--- src/rtl/vcc_wr_arbiter.sv ---
// Round-robin arbiter for the single VALU write port of the VCC register file.
// Same-cycle SALU/init writes to the same wavefront defer a VALU requester.
module vcc_wr_arbiter #(
  parameter int NUM_PORTS = 8,
  parameter int MAX_WAIT  = 32
) (
  input  logic                    clk,
  input  logic                    rst,
  input  logic [NUM_PORTS-1:0]    req,
  input  logic [6*NUM_PORTS-1:0]  req_wfid,
  input  logic [64*NUM_PORTS-1:0] req_data,
  output logic [NUM_PORTS-1:0]    gnt,
  input  logic                    salu_wr_vcc_en,
  input  logic [5:0]              salu_wr_wfid,
  input  logic                    fetch_init_wf_en,
  input  logic [5:0]              fetch_init_wf_id,
  output logic                    vcc_wr_en,
  output logic [5:0]              vcc_wr_addr,
  output logic [63:0]             vcc_wr_data,
  output logic                    issue_valu_wr_vcc_en,
  output logic [5:0]              issue_valu_wr_vcc_wfid,
  output logic                    starve_err
);
  localparam int PW = (NUM_PORTS > 1) ? $clog2(NUM_PORTS) : 1;
  localparam int WW = $clog2(MAX_WAIT + 1);

  function automatic logic [WW-1:0] sat_inc(input logic [WW-1:0] v);
    return (v == WW'(MAX_WAIT)) ? v : v + WW'(1);
  endfunction

  function automatic logic [PW-1:0] next_ptr(input logic [PW-1:0] s);
    return (s == PW'(NUM_PORTS - 1)) ? '0 : s + PW'(1);
  endfunction

  logic [PW-1:0]        ptr;
  logic [NUM_PORTS-1:0] elig;
  logic [PW-1:0]        sel_p0;
  logic                 vld_p0;
  logic                 vld_p1;
  logic [5:0]           addr_p1;
  logic [63:0]          data_p1;
  logic [WW-1:0]        wait_cnt [NUM_PORTS];

  // Stage p0: hazard masking and round-robin search starting at ptr
  always_comb begin
    for (int i = 0; i < NUM_PORTS; i++) begin
      elig[i] = req[i]
        && !(salu_wr_vcc_en   && (req_wfid[6*i +: 6] == salu_wr_wfid))
        && !(fetch_init_wf_en && (req_wfid[6*i +: 6] == fetch_init_wf_id));
    end
  end

  always_comb begin
    int idx;
    sel_p0 = '0;
    vld_p0 = 1'b0;
    idx    = 0;
    for (int off = 0; off < NUM_PORTS; off++) begin
      idx = int'(ptr) + off;
      if (idx >= NUM_PORTS) idx = idx - NUM_PORTS;
      if (!vld_p0 && elig[PW'(idx)]) begin
        sel_p0 = PW'(idx);
        vld_p0 = 1'b1;
      end
    end
  end

  always_comb begin
    gnt = '0;
    if (rst && vld_p0) gnt[sel_p0] = 1'b1;
  end

  // Stage p1: registered write to the VCC file, pointer and wait counters
  always_ff @(posedge clk) begin
    if (!rst) begin
      ptr        <= '0;
      vld_p1     <= 1'b0;
      addr_p1    <= '0;
      data_p1    <= '0;
      starve_err <= 1'b0;
      for (int i = 0; i < NUM_PORTS; i++) wait_cnt[i] <= '0;
    end else begin
      vld_p1 <= vld_p0;
      if (vld_p0) begin
        ptr     <= next_ptr(sel_p0);
        addr_p1 <= req_wfid[6*sel_p0 +: 6];
        data_p1 <= req_data[64*sel_p0 +: 64];
      end
      for (int i = 0; i < NUM_PORTS; i++) begin
        if (!req[i] || gnt[i]) begin
          wait_cnt[i] <= '0;
        end else begin
          wait_cnt[i] <= sat_inc(wait_cnt[i]);
          if (sat_inc(wait_cnt[i]) == WW'(MAX_WAIT)) starve_err <= 1'b1;
        end
      end
    end
  end

  assign vcc_wr_en              = vld_p1;
  assign vcc_wr_addr            = addr_p1;
  assign vcc_wr_data            = data_p1;
  assign issue_valu_wr_vcc_en   = vld_p1;
  assign issue_valu_wr_vcc_wfid = addr_p1;

endmodule
--- config.mk ---
export PLATFORM = sky130hd
export DESIGN_NAME = vcc_wr_arbiter
export DESIGN_NICKNAME = d
export VERILOG_FILES = /design/src/rtl/vcc_wr_arbiter.sv
export SDC_FILE = /design/constraint.sdc
export NUM_CORES = 1
export LEC_CHECK = 0
export CORE_AREA = 8 8 252 254
export DETAILED_ROUTE_END_ITERATION = 6
export DIE_AREA = 0 0 260 262
export GPL_TIMING_DRIVEN = 1
export PLACE_DENSITY = 0.57
export SETUP_SLACK_MARGIN = 0.02
export SYNTH_ARGS = -nofsm -noshare
export SYNTH_HDL_FRONTEND = slang
export SYNTH_SLANG_ARGS = --single-unit
export TNS_END_PERCENT = 20
--- constraint.sdc ---
create_clock -name clk -period 6.5 [get_ports clk]
set_clock_uncertainty 0.15 [all_clocks]
set_input_delay 1.3 -clock clk [delete_from_list [all_inputs] [get_ports clk]]
set_output_delay 1.3 -clock clk [all_outputs]
set_load 0.05 [all_outputs]
# --- Word-level counts from Yosys, hierarchy flattened ---
# Memories as Yosys holds them, arrays and structs flattened.
# Cells that the tools add are included.
op_classes:
  addsub: 24
  mul: 1
  order_cmp: 18
  eq_ne: 33
  shifts: 2
  muxes: 142
  bitwise: 16
  reduce_logical: 80
ops:
  columns: ["cell", "count"]
  rows:
  - ["$shiftx 512x10->64", 1]
  - ["$mux 6", 24]
  - ["$eq 6x6->1", 16]
  - ["$eq 6x6->1 const B", 16]
  - ["$mux 1", 91]
  - ["$mux 3", 17]
  - ["$add 6x1->6 const B", 8]
  - ["$shiftx 48x7->6", 1]
  - ["$logic_and 1x1->1", 41]
  - ["$lt 3x5->1 const B", 8]
  - ["$logic_not 1->1", 31]
  - ["$ge 4x4->1 const B", 7]
  - ["$bmux 1 s3", 8]
  - ["$sub 3x1->3 const B", 8]
  - ["$add 3x3->4 const B", 4]
  - ["$or 1x1->1", 16]
  - ["$add 3x2->4 const B", 2]
  - ["$logic_or 1x1->1", 8]
  - ["$mux 8", 1]
  - ["$mul 2x3->5 const A", 1]
  - ["$add 3x1->4 const B", 1]
  - ["$ge 3x4->1 const B", 1]
  - ["$lt 3x4->1 const B", 1]
  - ["$add 3x1->3 const B", 1]
  - ["other kinds (3)", 3]
word_totals:
  regBits: 75
  mem_bits_rw: 48
  inputBits: 584
  output_inout_bits: 87
  word_cells: 322
  n_memories: 1
memory_table:
  columns: ["memory", "words", "width", "rd", "rd_clocked_by_memory_dff", "write_ports", "line_no", "rtl"]
  rows:
  - ["wait_cnt", 8, 6, 8, 0, 8, "42", "logic [WW-1:0] wait_cnt [NUM_PORTS];"]

# --- Logic depth before layout (Yosys ltp) ---
logic_depth:
  word_depth: 52
  ltp_mapped: 19
  depth_no_buf: 13

# --- Worst setup path after synthesis ---
# No wires, ideal clock.
synth_timing:
  kind: "input port to output port"
  startpoint: "input fetch_init_wf_id[4]"
  endpoint: "output gnt[6]"
  arrival_time_ns: 4.962
  required_ns: 5.050
  setup_slack_ns: 0.088
  path_stages: 12
  path_buffers: 3
  path_cell_list: "buf_2 -> xor2_1 -> o41ai_4 -> o22ai_2 -> mux4_2 -> or4_1 -> a31oi_1 -> o31ai_2 -> or2_0 -> clkbuf_1 -> clkbuf_1 -> nor2_1"
synth_between:
  elab_chain_cells: 34
  word_cells_on_any_way: 93
  classes_between: "2 x order compare; 8 x eq/ne; 43 x mux; 40 x reduce/logical"
synth_lines:
  columns: ["element", "line_no", "rtl"]
  rows:
  - ["start: declaration", "16", "input logic [5:0] fetch_init_wf_id,"]
  - ["$eq 6x6->1", "49", "&& !(fetch_init_wf_en && (req_wfid[6*i +: 6] == fetch_init_wf_id));"]
  - ["$logic_and 1x1->1", "49", null]
  - ["$logic_not 1->1", "49", null]
  - ["$logic_and 1x1->1", "49", null]
  - ["$bmux 1 s3", "61", "if (!vld_p0 && elig[PW'(idx)]) begin"]
  - ["$mux 1 (implied by the code) (2 in series)", "61", null]
  - ["$mux 1", "61", null]
  - ["$logic_not 1->1", "61", null]
  - ["[17 not listed]", null, null]
  - ["$logic_not 1->1", "61", null]
  - ["$logic_and 1x1->1", "61", null]
  - ["$mux 3", "61", null]
  - ["$lt 3x4->1 (implied by the code) / $ge 3x1->1 (equally long branches)", "70", "if (rst && vld_p0) gnt[sel_p0] = 1'b1;"]
  - ["$logic_and 1x1->1 (implied by the code)", "70", null]
  - ["$mux 1 (implied by the code)", "70", null]
  - ["$demux 1 s3", "70", null]
  - ["$mux 8 (*)", "70", null]
  - ["end: declaration", "12", "output logic [NUM_PORTS-1:0] gnt,"]
# Mark *: on every way between the ends. The rest lies on a longest branch, timed or not. The select of a mux whose other input is x is not followed.

# --- Worst setup path after layout ---
layout_timing:
  startpoint: "input salu_wr_wfid[0]"
  endpoint: "output gnt[1]"
layout_between:
  elab_chain_cells: 35
  word_cells_on_any_way: 101
  classes_between: "2 x order compare; 8 x eq/ne; 43 x mux; 48 x reduce/logical"
layout_lines:
  columns: ["element", "line_no", "rtl"]
  rows:
  - ["start: declaration", "14", "input logic [5:0] salu_wr_wfid,"]
  - ["$eq 6x6->1", "48", "&& !(salu_wr_vcc_en && (req_wfid[6*i +: 6] == salu_wr_wfid))"]
  - ["$logic_and 1x1->1", "48", null]
  - ["$logic_not 1->1", "48", null]
  - ["$logic_and 1x1->1", "48", null]
  - ["$logic_and 1x1->1", "49", null]
  - ["$bmux 1 s3", "61", null]
  - ["$mux 1 (implied by the code) (2 in series)", "61", null]
  - ["$mux 1", "61", null]
  - ["[18 not listed]", null, null]
  - ["$logic_not 1->1", "61", null]
  - ["$logic_and 1x1->1", "61", null]
  - ["$mux 3", "61", null]
  - ["$lt 3x4->1 (implied by the code) / $ge 3x1->1 (equally long branches)", "70", null]
  - ["$logic_and 1x1->1 (implied by the code)", "70", null]
  - ["$mux 1 (implied by the code)", "70", null]
  - ["$demux 1 s3", "70", null]
  - ["$mux 8 (*)", "70", null]
# Marked as above.

==> results.sh <==
export IMPL_fin_tns_setup_ps=0
export IMPL_clk_path_buf_depth=2
export IMPL_gp_congestion=0.941
export IMPL_status="finished, final reports clean"
export IMPL_hold_path_class="flop to flop"
export IMPL_fin_area_um2=21600
export IMPL_vias=15100
export IMPL_worst_slew_margin_rel_pct=47.6
export IMPL_grt_pass1_vias=15300
export IMPL_core_area_um2=59600
export IMPL_grt_overflow_total=0
export IMPL_drc_errors=0
export IMPL_wl_per_cell_um=24.6
export IMPL_ir_worst_vdd_mv=0.616
export IMPL_cp_required_ps=5050
export IMPL_grt_pass1_wl_mm=104
export IMPL_path_class="primary input to output port"
export IMPL_worstSetupStartpointType="primary input"
export IMPL_postCtsHoldBufs=0
export IMPL_ys_seq_area_share_pct=24.0
export IMPL_synth_compound_area_share_pct=26.3
export IMPL_layout_drive_gt1_share_pct=14.2
export IMPL_startpoint="salu_wr_wfid[0]"
export IMPL_die_height_um=262
export IMPL_synth_fa_ha_area_share_pct=1.94
export IMPL_die_width_um=260
export IMPL_synthArstFlopShare_pct=0
export IMPL_yosys_cell_types_count=72
export IMPL_port_buffer_count=670
export IMPL_io_pins=671
export IMPL_grt_max_degree=58
export IMPL_fin_cells=3025
export IMPL_start_util_pct=20.6
export IMPL_arrival_ps=4970
export IMPL_cts_sinks=123
export IMPL_cts_tree="built"
export IMPL_whs_ps=365
export IMPL_ys_flop_type="dfxtp_1"
export IMPL_synth_most_common_cell="nand2_1"
export IMPL_synthesis_area_um2=12200
export IMPL_synth_area_leaders="dfxtp_1 12%, edfxtp_1 12%, mux4_2 9.2%"
export IMPL_path_max_fanout=8
export IMPL_synthCells=1465
export IMPL_rows=90
export IMPL_htreeDepth=4
export IMPL_synthTopCellsByCount="207 x nand2_1, 139 x nor2_1, 102 x a21oi_1"
export IMPL_fin_crit_sh_pct=98.8
export IMPL_worst_pin_slew_ps=767
export IMPL_synth_area_per_cell_um2=8.36
export IMPL_critPathCaptureType="output port"
export IMPL_drt_iter0_drc=1113
export IMPL_grt_usage_pct=20.4
export IMPL_yosysWarnings=0
export IMPL_finalHoldViolations=0
export IMPL_synth_seq_cells=123
export IMPL_cts_made_buffers=17
export IMPL_nNetsFinal=2828
export IMPL_synth_top_family_by_area="compound AO/OA/AOI/OAI gates"
export IMPL_rsz0062_at_grt="yes"
export IMPL_wirelength_mm=74.5
export IMPL_cap_violations=0
export IMPL_vias_per_cell=4.99
export IMPL_place_inst=2975
export IMPL_cellLeakagePower_nw=8.10
export IMPL_synth_top_area_share_pct=12.3
export IMPL_synth_edff_count=48
export IMPL_finalCriticalPeriod_ps=6420
export IMPL_maxSlewViolCount=0
export IMPL_synth_xor_area_share_pct=10.7
export IMPL_area_growth_synth_to_final_pct=76.4
export IMPL_worstHoldStart="vcc_wr_data[16]"
export IMPL_clk_pin_slew_ps=60
export IMPL_clock_fmax_ghz=0.156
export IMPL_grt_antenna_before_repair=6
export IMPL_die_area_um2=68100
export IMPL_firstDrtPassIters=5
export IMPL_r2r_start="ptr[0]"
export IMPL_root_buffer="clkbuf_16"
export IMPL_placedInstanceArea_um2=20800
export IMPL_yosysTopAreaCell="dfxtp_1"
export IMPL_antenna_left=0
export IMPL_clock_latency_ps=460
export IMPL_finalSetupViolCount=0
export IMPL_power_density_nw_per_um2=556
export IMPL_dp_hpwl_mm=61.0
export IMPL_synthMuxAreaShare_pct=13.7
export IMPL_synth_simple_area_share_pct=17.1
## timing repair
action | 4_1_cts | 5_1_grt
pin swaps | 1 | 16
endpoints found under the hold margin | 0 | 0
cloned | 0 | 0
endpoints found under the setup margin | 8 | 9
setup buffers | 2 | 11
gates resized for setup | 6 | 43
## per-layer routing
layer | GRT usage, % | vias up | share of wire, %
met5 | 0 | - | 0.062
met4 | 4.74 | 6 | 1.6
met3 | 6.86 | 70 | 9.7
met2 | 34.0 | 730 | 48
met1 | 25.3 | 7284 | 41
li1 | - | 7001 | -
## flip-flops by register name, indices dropped and copies added, names as in the netlist
register,count
vcc_wr_data,64
issue_valu_wr_vcc_en,1
wait_cnt,48
issue_valu_wr_vcc_wfid,6
ptr,3
starve_err,1
## cell type report
class / count / area (um^2)
Antenna cell: 5 / 12.5
Clock buffer: 19 / 433
Clock inverter: 13 / 144
Fill cell: 5978 / 38000
Inverter: 29 / 114
Multi-Input combinational cell: 1223 / 8890
Sequential cell: 123 / 2940
Tap cell: 782 / 978
Timing Repair Buffer: 831 / 8090
## metrics by stage
step	worst slack [ps]	util [%]	power, mW
after floorplan	88.4	-	6.98
after detailed placement	-408	34.9	10.9
final	78.0	36.3	12.0
after global placement	-366	34.9	10.8
after CTS	-46.5	35.9	11.9
after global routing	-36.8	36.2	12.8
## final timing paths
| path | endpoint | slack [ps] | cells after the start |
|---|---|---|---|
| setup / recovery | gnt[1] | 80 | 16 |
| setup reg to reg | vcc_wr_data[14] | 1310 | 13 |
| hold reg to reg | vcc_wr_data[16] | 370 | 2 |
| hold / removal | vcc_wr_data[16] | 370 | 2 |
## cell families after synthesis
kind of cell | after synthesis
fa+ha+maj | 19
compound gates | 426
mux | 105
xor+xnor | 150
other cells | 1
simple gates | 475
buf+inv | 166
flops | 123
## critical path, stage by stage
cell and delay, ps:
clkdlybuf4s50_1 500, buf_12 150, xnor2_1 110, nand4_1 240
o41ai_4 360, buf_4 210, o221ai_1 170, a211o_1 400
a211oi_4 360, o21ai_2 110, a221o_4 460, clkinv_4 80
nand2_2 70, nor2_1 130, buf_4 160, buf_12 140
## power breakdown
group / total, mW / internal, mW / switching (mW) / leakage, nW
sequential: 1.22 / 1.06 / 0.164 / 1.12
clock: 0.987 / 0.567 / 0.420 / 0.272
combinational: 9.80 / 4.13 / 5.66 / 6.71
total: 12.0 / 5.76 / 6.25 / 8.10
## cell usage in the layout, fill, tap and decap left out, drive strengths merged, types with 6 or more instances in the layout
master / instances
nor2b: 6
conb: 48
clkbuf: 19
nand3: 34
inv: 30
mux4: 50
nor3: 20
nand4: 17
a211oi: 11
clkinv: 7
and3: 12
edfxtp: 48
a2111oi: 45
a21oi: 102
and2: 6
buf: 170
a221oi: 52
o21ai: 71
dfxtp: 75
o211ai: 13
o221a: 26
nand2: 207
o221ai: 39
dlymetal6s2s: 6
xnor2: 101
o41ai: 8
ha: 19
a31oi: 12
o22a: 9
nor2: 139
clkdlybuf4s50: 654
mux2i: 55
nand3b: 6
xor2: 49
o22ai: 15
No activity file was read; power rests on OpenSTA's default activity.
